===== src/rtl/noc_flit_pkg.sv =====
// Shared definitions for the mesh flit format and the injector FSM.
//   - flit type codes carried in the two top bits of every flit
//   - bit positions of the head and body/tail fields
//   - mesh node-id width
//   - injector FSM state encoding
package noc_flit_pkg;

    localparam int NODE_W = 2;
    localparam int SEQ_W  = 8;
    localparam int IDX_W  = 6;

    localparam logic [1:0] FT_HEAD = 2'b01;
    localparam logic [1:0] FT_BODY = 2'b00;
    localparam logic [1:0] FT_TAIL = 2'b10;

    // Head flit fields
    localparam int DEST_LSB = 12;
    localparam int SRC_LSB  = 10;
    localparam int HSEQ_LSB = 2;

    // Body/tail flit fields
    localparam int BSEQ_LSB = 6;
    localparam int IDX_LSB  = 0;

    typedef enum logic {
        ST_IDLE = 1'b0,
        ST_GEN  = 1'b1
    } inj_state_t;

endpackage


===== src/rtl/flit_fifo.sv =====
// Small synchronous flit FIFO.
// Ports:
//   clk    system clock, rising edge
//   rst    asynchronous active-low reset (empties the FIFO)
//   push   write din (ignored while full)
//   din    flit to write
//   pop    remove the head entry (ignored while empty)
//   dout   head entry, combinational from storage; 0 while empty
//   full   FIFO_DEPTH entries held
//   empty  no entries held
module flit_fifo #(
    parameter int FLIT_W     = 16,
    parameter int FIFO_DEPTH = 4
) (
    input  logic              clk,
    input  logic              rst,
    input  logic              push,
    input  logic [FLIT_W-1:0] din,
    input  logic              pop,
    output logic [FLIT_W-1:0] dout,
    output logic              full,
    output logic              empty
);

    localparam int AW = $clog2(FIFO_DEPTH);

    logic [FLIT_W-1:0] mem [FIFO_DEPTH];
    // One extra MSB on each pointer distinguishes full from empty
    // when the address bits are equal.
    logic [AW:0] wr_ptr_reg;
    logic [AW:0] rd_ptr_reg;
    logic        do_push;
    logic        do_pop;

    assign do_push = push && !full;
    assign do_pop  = pop && !empty;

    assign empty = (wr_ptr_reg == rd_ptr_reg);
    assign full  = (wr_ptr_reg[AW] != rd_ptr_reg[AW]) &&
                   (wr_ptr_reg[AW-1:0] == rd_ptr_reg[AW-1:0]);

    // Storage is not reset; an empty FIFO masks stale contents to zero.
    assign dout = empty ? '0 : mem[rd_ptr_reg[AW-1:0]];

    always_ff @(posedge clk) begin
        if (do_push) begin
            mem[wr_ptr_reg[AW-1:0]] <= din;
        end
    end

    always_ff @(posedge clk or negedge rst) begin
        if (!rst) begin
            wr_ptr_reg <= '0;
            rd_ptr_reg <= '0;
        end else begin
            if (do_push) begin
                wr_ptr_reg <= wr_ptr_reg + 1'b1;
            end
            if (do_pop) begin
                rd_ptr_reg <= rd_ptr_reg + 1'b1;
            end
        end
    end

endmodule


===== src/rtl/lfsr_flit_injector.sv =====
// Pseudo-random packet source for one mesh node.
// Samples the node LFSR every cycle; when idle and the value qualifies it
// generates a PKT_LEN-flit packet (head/body.../tail) into a small FIFO that
// feeds the router injection port over valid/ready.
// Ports:
//   clk         system clock, rising edge
//   rst         asynchronous active-low reset
//   en          allows new packets to start (in-flight packet always finishes)
//   rnd         4-bit LFSR value
//   flit_out    flit at the FIFO head
//   flit_valid  flit_out is valid
//   flit_ready  router accepts flit_out
//   busy        packet being generated or FIFO non-empty
//   pkt_cnt     packets fully pushed, wraps at 2^16
module lfsr_flit_injector
    import noc_flit_pkg::*;
#(
    parameter int SRC_ID     = 0,
    parameter int FLIT_W     = 16,
    parameter int PKT_LEN    = 3,
    parameter int INJ_THRESH = 4,
    parameter int FIFO_DEPTH = 4
) (
    input  logic              clk,
    input  logic              rst,
    input  logic              en,
    input  logic [3:0]        rnd,
    output logic [FLIT_W-1:0] flit_out,
    output logic              flit_valid,
    input  logic              flit_ready,
    output logic              busy,
    output logic [15:0]       pkt_cnt
);

    inj_state_t        state_reg;
    logic [NODE_W-1:0] dest_reg;
    logic [IDX_W-1:0]  idx_reg;
    logic [SEQ_W-1:0]  seq_reg;
    logic [15:0]       pkt_cnt_reg;

    logic              fifo_full;
    logic              fifo_empty;
    logic              push;
    logic              start;
    logic              is_tail;
    logic [FLIT_W-1:0] flit_next;

    // Threshold compared at 5 bits so INJ_THRESH=16 admits every value and
    // INJ_THRESH=0 admits none.
    assign start   = en && ({1'b0, rnd} < 5'(INJ_THRESH)) &&
                     (rnd[1:0] != NODE_W'(SRC_ID));
    assign is_tail = (idx_reg == IDX_W'(PKT_LEN - 1));
    // Gated on registered full: a same-cycle pop never makes room.
    assign push    = (state_reg == ST_GEN) && !fifo_full;

    always_comb begin
        flit_next = '0;
        if (idx_reg == '0) begin
            flit_next[FLIT_W-1 -: 2]         = FT_HEAD;
            flit_next[DEST_LSB +: NODE_W]    = dest_reg;
            flit_next[SRC_LSB +: NODE_W]     = NODE_W'(SRC_ID);
            flit_next[HSEQ_LSB +: SEQ_W]     = seq_reg;
        end else begin
            flit_next[FLIT_W-1 -: 2]         = is_tail ? FT_TAIL : FT_BODY;
            flit_next[BSEQ_LSB +: SEQ_W]     = seq_reg;
            flit_next[IDX_LSB +: IDX_W]      = idx_reg;
        end
    end

    always_ff @(posedge clk or negedge rst) begin
        if (!rst) begin
            state_reg   <= ST_IDLE;
            dest_reg    <= '0;
            idx_reg     <= '0;
            seq_reg     <= '0;
            pkt_cnt_reg <= '0;
        end else begin
            case (state_reg)
                ST_IDLE: begin
                    if (start) begin
                        dest_reg  <= rnd[1:0];
                        idx_reg   <= '0;
                        state_reg <= ST_GEN;
                    end
                end
                ST_GEN: begin
                    if (push) begin
                        if (is_tail) begin
                            idx_reg     <= '0;
                            seq_reg     <= seq_reg + 1'b1;
                            pkt_cnt_reg <= pkt_cnt_reg + 1'b1;
                            state_reg   <= ST_IDLE;
                        end else begin
                            idx_reg <= idx_reg + 1'b1;
                        end
                    end
                end
                default: state_reg <= ST_IDLE;
            endcase
        end
    end

    flit_fifo #(
        .FLIT_W     (FLIT_W),
        .FIFO_DEPTH (FIFO_DEPTH)
    ) u_fifo (
        .clk   (clk),
        .rst   (rst),
        .push  (push),
        .din   (flit_next),
        .pop   (flit_ready),
        .dout  (flit_out),
        .full  (fifo_full),
        .empty (fifo_empty)
    );

    assign flit_valid = !fifo_empty;
    assign busy       = (state_reg == ST_GEN) || !fifo_empty;
    assign pkt_cnt    = pkt_cnt_reg;

endmodule


===== config.mk =====
export PLATFORM = sky130hd
export DESIGN_NAME = lfsr_flit_injector
export DESIGN_NICKNAME = d
export VERILOG_FILES = /design/src/rtl/noc_flit_pkg.sv /design/src/rtl/flit_fifo.sv /design/src/rtl/lfsr_flit_injector.sv
export SDC_FILE = /design/constraint.sdc
export NUM_CORES = 1
export LEC_CHECK = 0
export ABC_AREA = 1
export CAP_MARGIN = 15
export CORE_AREA = 2 2 100 102
export DETAILED_ROUTE_END_ITERATION = 6
export DIE_AREA = 0 0 102 104
export PLACE_DENSITY = 0.74
export SKIP_LAST_GASP = 1
export SLEW_MARGIN = 20
export SYNTH_ARGS = -nofsm -noshare
export SYNTH_HDL_FRONTEND = slang
export SYNTH_HIERARCHICAL = 1
export SYNTH_SLANG_ARGS = --single-unit

===== constraint.sdc =====
create_clock -name clk -period 2.2 [get_ports clk]
set_input_delay 0.55 -clock clk [delete_from_list [all_inputs] [get_ports clk]]
set_output_delay 0.55 -clock clk [all_outputs]
set_load 0.05 [all_outputs]

Word-level counts from Yosys, hierarchy flattened --
Memories as Yosys holds them, arrays and structs flattened. Index checks and enable logic that the tools add are counted.
Word-level totals: register bits 39, input bits 8, bits in writable memories 64, memories kept 1, word-level logic and storage cells 49, output and inout bits 34
Cells by class: bitwise operators 1, muxes and demuxes 14, equality and inequality tests 6, reduce and logical (&&, ||, !) cells 14, $add $sub $neg 5, magnitude comparators 1
Memories:
- u_fifo.mem | depth 4, bits a word 16, read ports 1, clocked after memory_dff 0, write ports 1, line flit_fifo.sv:27 | logic [FLIT_W-1:0] mem [FIFO_DEPTH];
Operators by type and width (count):
- two-way mux 6 bit | 3
- adder 16 x 1 -> 16 bit (second input constant) | 1
- two-way mux 16 bit | 1
- two-way mux 14 bit | 1
- case mux 6 bit (2 select lines) | 1
- adder 8 x 1 -> 8 bit (second input constant) | 1
- adder 3 x 1 -> 3 bit (second input constant) | 2
- adder 6 x 1 -> 6 bit (second input constant) | 1
- equality test 6 x 2 -> 1 bit (second input constant) | 1
- logical AND 1 bit | 6
- zero test 6 bit | 1
- two-way mux 1 bit | 5
- < comparator 4 x 3 -> 1 bit (second input constant) | 1
- two-way mux 2 bit | 2
- AND reduction 2 bit | 2
- equality test 3 bit | 1
- AND reduction 3 bit | 1
- equality test 2 bit | 1
- zero test 1 bit | 2
- != test 2 x 1 -> 1 bit (second input constant) | 1
- != test 2 bit (second input constant) | 1
- case mux 1 bit (2 select lines) | 1
- nonzero test 2 bit | 1
- logical OR 1 bit | 1
- other kinds (2) | 2

Logic depth before layout (Yosys ltp) --
Gate-level depths: netlist of run 1.
depth in word-level cells 7, gate-level depth with buffers 13, mapped depth without buffers 12

By module --
Netlist of run 1, hierarchy kept.
By module, submodules not included:
- flit_fifo | cells an instance 269, instances 1, area each 3009.1 um^2, sequential area each 2072.0 um^2
- lfsr_flit_injector | cells an instance 229, instances 1, area each 1828.0 um^2, sequential area each 825.8 um^2

Worst setup path before layout of run 1 --
OpenSTA, ideal clock, no wires.
path type register -> register, start reg u_fifo.rd_ptr_reg[0], end mem u_fifo.mem[0][0], enable pin, stages on the path, launching flop included 9, buffers on the path 1, setup slack -0.034 ns, required time 1.811 ns, arrival 1.845 ns, cell sequence dfrtp_1 -> buf_6 -> nand2_1 -> nand2_2 -> nand3_2 -> inv_1 -> nor2_4 -> nand2_2 -> nor2_1
Between the ends: longest elaborated chain between the ends 7
RTL lines:
- from (decl) | line flit_fifo.sv:31 | logic [AW:0] rd_ptr_reg;
- from (signal assigned) | line flit_fifo.sv:60 | rd_ptr_reg <= rd_ptr_reg + 1'b1;
- equality test 2 bit | line flit_fifo.sv:40 | (wr_ptr_reg[AW-1:0] == rd_ptr_reg[AW-1:0]);
- logical AND 1 bit | line flit_fifo.sv:39 | assign full = (wr_ptr_reg[AW] != rd_ptr_reg[AW]) &&
- via fifo_full | line lfsr_flit_injector.sv:41 | logic fifo_full;
- zero test 1 bit | line lfsr_flit_injector.sv:54 | assign push = (state_reg == ST_GEN) && !fifo_full;
- logical AND 1 bit | line lfsr_flit_injector.sv:54
- via push | line lfsr_flit_injector.sv:43 | logic push;
- logical AND 1 bit | line flit_fifo.sv:35 | assign do_push = push && !full;
- two-way mux 1 bit | line flit_fifo.sv:46 | if (do_push) begin
- two-way mux 1 bit (implied by the code) | line flit_fifo.sv:47 | mem[wr_ptr_reg[AW-1:0]] <= din;
- to (decl) | line flit_fifo.sv:27
The timed path passes the listed nets, and every way through them passes these cells.

Worst setup path after layout of run 1 --
start reg u_fifo.rd_ptr_reg[0], end out flit_out[15]
Between the ends: longest elaborated chain between the ends 2, elaborated cells between the ends (all ways) 3
RTL lines:
- memory (4 x 16 bit) or equality test 3 bit (tied branches)
- two-way mux 16 bit (*) | line flit_fifo.sv:43 | assign dout = empty ? '0 : mem[rd_ptr_reg[AW-1:0]];
- to (decl) | line lfsr_flit_injector.sv:28 | output logic [FLIT_W-1:0] flit_out,
Every way passes the cells marked *; elsewhere a longest branch is shown, timed or not.

==> impl_metrics.py, run 1 <==
metrics = {
    "synthesis": {
        "ys_seq_area_share_pct": 59.91,
        "yosys-top-cells-area": "edfxtp_1 40%, dfrtp_1 20%, nand2_1 8.3%, nor2_1 5.5%, o21ai_0 4.9%",
        "yosys.area.top_type": "edfxtp_1",
        "syn_nets": 516,
        "synth_top_area_share_pct": 39.73,
        "yosys_warnings": 6,
        "synth_seq_cells": 103,
        "netlist_area_mm2": 0.004837,
        "netlist_instances": 498,
        "syn_area_per_cell_um2": 9.713,
        "synthDistinctLibCells": 27,
    },
    "clocking": {
        "path_clk_slew_ps": 110,
        "clockBufferDepth": 2,
        "clock_sinks": 103,
        "cts_buffers": 9,
        "clock_latency_ps": 370,
        "ctsHoldBuffers": 0,
        "htree_levels": 3,
        "cts_root_buf": "clkbuf_8",
        "cts_tree": "yes",
    },
    "critical_path": {
        "worstPathCellList": "buf_8 > nor2_1 > nor2_1 > o21ai_1 > o21ai_1 > nand2_1 > inv_1 > buf_12",
        "crit_end": "flit_out[15]",
        "setup.worst_path.start_class": "flop",
        "worst_ep_arrival_time_ps": 1750,
        "r2r-end": "seq_reg[6]",
        "critPathBufInv": 3,
        "required_ps": 1650,
        "cp_slowest_cell": "dfrtp_2",
        "critical_path_depth": 8,
        "critical_path.max_stage_delay_ps": 530,
        "end_kind": "primary output",
        "critPathTopFamily": "flip-flops",
        "ff2ff_setup_slack_ps": 250,
        "r2r_cells": 11,
        "crit_start": "u_fifo/rd_ptr_reg[0]",
        "worstPathMaxFanout": 8,
        "rr_startpoint": "u_fifo/rd_ptr_reg[0]",
        "crit_type": "reg -> out",
    },
    "sta": {
        "min_period_ps": 2304,
        "fin_crit_sh_pct": 104.7,
        "hold_ws_ps": 222.3,
        "hold_violations": 0,
        "skew_ps": 11.61,
        "setup_viol": 16,
        "drv_slew": 0,
        "slew_headroom_pct": 65.27,
        "worst_slew_pin_slew_ps": 520.1,
        "fmax_mhz": 434.0,
        "grt_setup_unrepaired": "true",
        "fin_tns_setup_ps": -1046,
        "fin_ws_ps": -104.3,
    },
    "grt": {
        "grt-ovfl-total": 0,
        "grt.total_usage_pct": 18.81,
        "grt_max_degree": 40,
        "grt_pass1_wl_mm": 15.68,
        "grt_pass1_vias": 3440,
        "grt_antenna_before_repair": 0,
    },
    "finish": {
        "multi_input_area_mm2": 0.001584,
        "finalNonFillerCells": 692,
        "drive_above_1_share_pct": 13.06,
        "final_cell_mix": "107 x nand2_1, 70 x nor2_1, 64 x edfxtp_1",
        "area_growth_pct": 22.97,
        "largest_reg_flops": 64,
        "fin_nets": 572,
        "area.sequential_mm2": 0.002899,
        "final_common_cell": "nand2_1",
        "nFillCells": 778,
        "fin_area_mm2": 0.005948,
        "n_antenna_cell": 0,
    },
    "drt": {
        "wl_per_cell_um": 13.46,
        "drc": 0,
        "drt_first_iter_violations": 175,
        "antenna_left": 0,
        "dr.pass1.iters": 4,
        "routed_wl_mm": 9.314,
        "num_vias": 3469,
        "via_per_inst": 5.013,
    },
    "die": {
        "core_mm2": 0.009549,
        "rows": 36,
        "io_pins": 42,
        "fp.dieH_um": 104,
        "start_util_pct": 50.66,
        "die-area_mm2": 0.01061,
        "dieWidth_um": 102,
    },
    "placed_design": {
        "place_congestion": 0.7984,
        "portBuffers": 41,
        "hpwl_mm": 6.464,
        "place_ws_ps": 186.8,
        "dp.cells": 673,
        "place_area_mm2": 0.005633,
    },
    "power": {
        "p_leak_nw": 2.702,
        "vdd_drop_max_mv": 1.009,
        "pwr_density_cell_mw_per_mm2": 1647,
    },
    "min_path": {
        "hp-class": "in -> async",
    },
    "outcome": {
        "status": "finished, violations left",
        "violations": "negative setup slack",
    },
    "flow_run": {
        "max_cap_viol_count": 0,
    },
}
[repair_timing]
action                                  CTS  global route
endpoints found under the setup margin   22            24
resized for setup                        11            23
cloned                                    0             1
pin swaps                                 0             2
buffers inserted                          1             1
[where the power goes]
group	switching [W]	internal (W)
sequential	0.000309	0.00279
clock	0.000686	0.000550
combinational	0.00324	0.00222
total	0.00424	0.00556
[cell usage after synthesis (all sizes together)]
| master | instances |
|---|---|
| xnor2 | 5 |
| buf | 14 |
| nand3 | 23 |
| o21ai | 67 |
| nor2 | 75 |
| nand2 | 110 |
| clkbuf | 1 |
| xor2 | 14 |
| o22ai | 3 |
| nor3 | 3 |
| nand4 | 3 |
| edfxtp | 64 |
| ha | 10 |
| dfrtp | 39 |
| nand3b | 1 |
| a21oi | 1 |
| inv | 65 |
[cell families after synthesis]
group / synth area share [%]
simple gates: 19.14
flops: 59.91
compound gates: 7.424
fa+ha+maj: 2.587
buf+inv: 7.501
xor+xnor: 3.440
[layer usage]
layer	routed length, µm	up-vias	track usage [%]
li1	-	1717	-
met1	3978	1636	24.58
met2	4701	96	30.87
met3	460	20	3.091
met4	173	0	8.000
met5	0	-	0
[worst min path at each step]
stage	slack [ps]	from	to	cells after the start
after floorplan	250	rst	dest_reg[0]	0
after global placement	480	dest_reg[1]	dest_reg[1]	2
after detailed placement	490	seq_reg[7]	seq_reg[7]	2
after CTS	230	rst	u_fifo/wr_ptr_reg[0]	2
after global routing	260	rst	u_fifo/wr_ptr_reg[0]	2
final	220	rst	u_fifo/wr_ptr_reg[0]	2
[final cells by class]
type,instances,share of cell area (%)
Sequential cell,103,48.74
Multi-Input combinational cell,315,26.63
Timing Repair Buffer,60,14.16
Inverter,65,4.186
Tap cell,133,2.798
Clock buffer,9,2.082
Clock inverter,7,1.409
[metrics by stage]
| stage | power (W) | util, % |
|---|---|---|
| after floorplan | 0.006235 | - |
| after global placement | 0.008278 | 58.99 |
| after detailed placement | 0.008386 | 58.99 |
| after CTS | 0.009696 | 61.48 |
| after global routing | 0.01042 | 62.29 |
| final | 0.009799 | 62.29 |
(Power assumes the default switching activity.)
==> run 2, diff against run 1 <==
- CORE_AREA: 2 2 100 102 -> 10 10 124 126
- DIE_AREA: 0 0 102 104 -> 0 0 134 136
- PLACE_DENSITY: 0.74 -> not set
- SYNTH_HIERARCHICAL: 1 -> not set
==> run 2 against run 1 <==
Net effect: the flow still finishes with violations (negative setup slack); hold slack better by 34 ps; clock-buffer cell count unchanged; critical endpoint is now flit_out[14]; die area increased by 72%; clock power grew 28%; synthesized cell count is 9.0% higher; via count is 11% higher; sequential cell count stayed put; routed wire length grew 32%; global-route usage down 4.8 points.
==> impl_metrics.py, run 2 <==
metrics = {
    "outcome": {
        "status": "finished, violations left",
        "violations": "negative setup slack",
    },
    "placed_design": {
        "place_congestion": 0.8109,
        "hpwl_mm": 7.612,
        "place_area_mm2": 0.005806,
        "portBuffers": 41,
        "dp.cells": 752,
    },
    "finish": {
        "final_common_cell": "nand2_1",
        "area.sequential_mm2": 0.002900,
        "fin_nets": 626,
        "multi_input_area_mm2": 0.001999,
        "drive_above_1_share_pct": 26.59,
        "finalNonFillerCells": 789,
        "n_antenna_cell": 0,
        "nFillCells": 1153,
        "largest_reg_flops": 64,
        "final_cell_mix": "138 x nand2_1, 64 x edfxtp_1, 53 x nor2_1",
        "fin_area_mm2": 0.006620,
        "area_growth_pct": 30.67,
    },
    "power": {
        "seqPwrFrac_pct": 28.1,
        "p_sw_w": 0.004934,
        "vdd_drop_max_mv": 0.5064,
        "total_power_w": 0.01122,
        "clkPwrFrac_pct": 14.2,
        "switching_share_pct": 43.97,
        "pwr_density_cell_mw_per_mm2": 1695,
        "p_int_w": 0.006288,
        "combPwrFrac_pct": 57.8,
        "p_leak_nw": 2.847,
    },
    "grt": {
        "grt.total_usage_pct": 13.97,
        "grt-ovfl-total": 0,
        "grt_antenna_before_repair": 0,
        "grt_pass1_wl_mm": 20.44,
        "grt_pass1_vias": 4007,
        "grt_max_degree": 40,
    },
    "sta": {
        "min_period_ps": 2352,
        "hold_ws_ps": 256.7,
        "fin_ws_ps": -151.8,
        "grt_setup_unrepaired": "true",
        "fin_crit_sh_pct": 106.9,
        "setup_viol": 18,
        "fmax_mhz": 425.2,
        "skew_ps": 8.335,
        "drv_slew": 0,
        "worst_slew_pin_slew_ps": 557.6,
        "slew_headroom_pct": 62.43,
        "hold_violations": 0,
        "fin_tns_setup_ps": -2125,
    },
    "synthesis": {
        "synth_edf_count": 64,
        "netlist_area_mm2": 0.005066,
        "netlist_instances": 543,
        "yosys.area.top_type": "edfxtp_1",
        "syn_nets": 561,
        "yosys-top-cells-area": "edfxtp_1 38%, dfrtp_1 19%, nand2_1 11%, nor2_1 4.8%, o21ai_0 4.5%",
        "ys_seq_area_share_pct": 57.20,
        "synth.most_common_cell": "nand2_1",
        "yosys_most_used_dff": "edfxtp_1",
        "syn_area_per_cell_um2": 9.330,
        "synthDistinctLibCells": 34,
        "synth_seq_cells": 103,
        "synth_top_area_share_pct": 37.94,
        "synth-async-reset-ratio_pct": 37.86,
        "synth_common_cells": "150 x nand2_1, 65 x nor2_1, 64 x edfxtp_1, 57 x inv_1, 46 x o21ai_0",
        "yosys_warnings": 0,
    },
    "critical_path": {
        "crit_type": "reg -> out",
        "cp_slowest_cell": "dfrtp_2",
        "ff2ff_setup_slack_ps": 320,
        "worst_ep_arrival_time_ps": 1800,
        "critical_path.max_stage_delay_ps": 490,
        "setup.worst_path.start_class": "flop",
        "critical_path_depth": 9,
        "worstPathCellList": "inv_6 > nand2_2 > nand2_4 > nand4_1 > buf_6 > buf_12 > nand2_4 > inv_2 > buf_12",
        "worstPathMaxFanout": 8,
        "critPathTopFamily": "buffers and inverters",
        "required_ps": 1650,
        "r2r_cells": 5,
        "critPathBufInv": 5,
        "end_kind": "primary output",
    },
    "clocking": {
        "path_clk_slew_ps": 80,
        "cts_buffers": 9,
        "cts_root_buf": "clkbuf_16",
        "htree_levels": 3,
        "clock_latency_ps": 350,
        "clockBufferDepth": 2,
        "cts_tree": "yes",
        "clock_sinks": 103,
    },
    "die": {
        "start_util_pct": 39.03,
        "fp.dieH_um": 136,
        "core_mm2": 0.01298,
        "rows": 42,
        "dieWidth_um": 134,
        "io_pins": 42,
        "die-area_mm2": 0.01822,
    },
    "min_path": {
        "hp-class": "in -> async",
    },
    "drt": {
        "num_vias": 3863,
        "wl_per_cell_um": 15.60,
        "drc": 0,
        "drt_first_iter_violations": 278,
        "via_per_inst": 4.896,
        "dr.pass1.iters": 5,
        "antenna_left": 0,
        "routed_wl_mm": 12.31,
    },
    "flow_run": {
        "max_cap_viol_count": 0,
    },
}
[run 2: layer usage]
layer,global-route usage [%],part of all wire [%]
met5,0,0
met3,2.694,4.5
met4,5.018,1.4
met1,16.09,42
met2,25.28,52
[run 2: worst reg2reg max path: cells and delay by family, from the launching register on]
kind            cells  cell delay, ps
flops               1             480
compound gates      1             490
simple gates        1             120
buf+inv             2             280
fa+ha+maj           1             240
[run 2: final timing paths]
check                                     start                   end
max                        u_fifo.rd_ptr_reg[1]          flit_out[14]
min                                         rst           pkt_cnt[13]
max reg2reg                          idx_reg[0]     u_fifo.mem[0][13]
min reg2reg                          seq_reg[6]            seq_reg[6]
max in group asynchronous                   rst  u_fifo.rd_ptr_reg[0]
min in group clk                     seq_reg[6]            seq_reg[6]
[run 2: area by class of cell]
type                    count  share of cell area, %
flip-flops and latches    103                  43.81
multi-input cells         361                  30.20
repair buffers             72                  14.25
inverters                  59                  3.610
clock buffers               9                  3.402
well taps                 176                  3.326
clock inverters             7                  1.134
repair inverters            2                 0.2646
[run 2: cells by family (layout without fill, tap and decap cells)]
group                    after synthesis  count (layout)  synth area share, %
AO/OA/AOI/OAI                         74              74                8.076
flip-flops                           103             103                57.20
adder cells (fa/ha/maj)               10              10                2.470
XOR/XNOR                              15              15                2.593
AND/OR/NAND/NOR                      262             262                22.45
buffers and inverters                 79             149                7.211
[run 2: stage by stage]
step	util (%)	setup slack (ps)
2_1_floorplan	-	142.1
3_3_place_gp	44.73	184.0
3_5_place_dp	44.73	52.98
4_1_cts	50.80	-97.73
5_1_grt	51.00	-190.2
6_report	51.00	-151.8
[run 2: power by group through the flow]
stage | clock network [W] | registers [W] | logic (W)
finish | 0.00159 | 0.00315 | 0.00648
global route | 0.00172 | 0.00321 | 0.00690
CTS | 0.00162 | 0.00313 | 0.00647
detailed placement | 0 | 0.00315 | 0.00526
global placement | 0 | 0.00314 | 0.00516
floorplan | 0 | 0.00313 | 0.00313
[run 2: what timing repair did]
| action | CTS | global route |
|---|---|---|
| resized for setup | 93 | 16 |
| hold buffers | 0 | 0 |
| setup endpoints to repair | 21 | 20 |
| endpoints found under the hold margin | 0 | 0 |
| setup buffers | 15 | 0 |
| pin swaps | 17 | 8 |
| gates cloned | 7 | 0 |
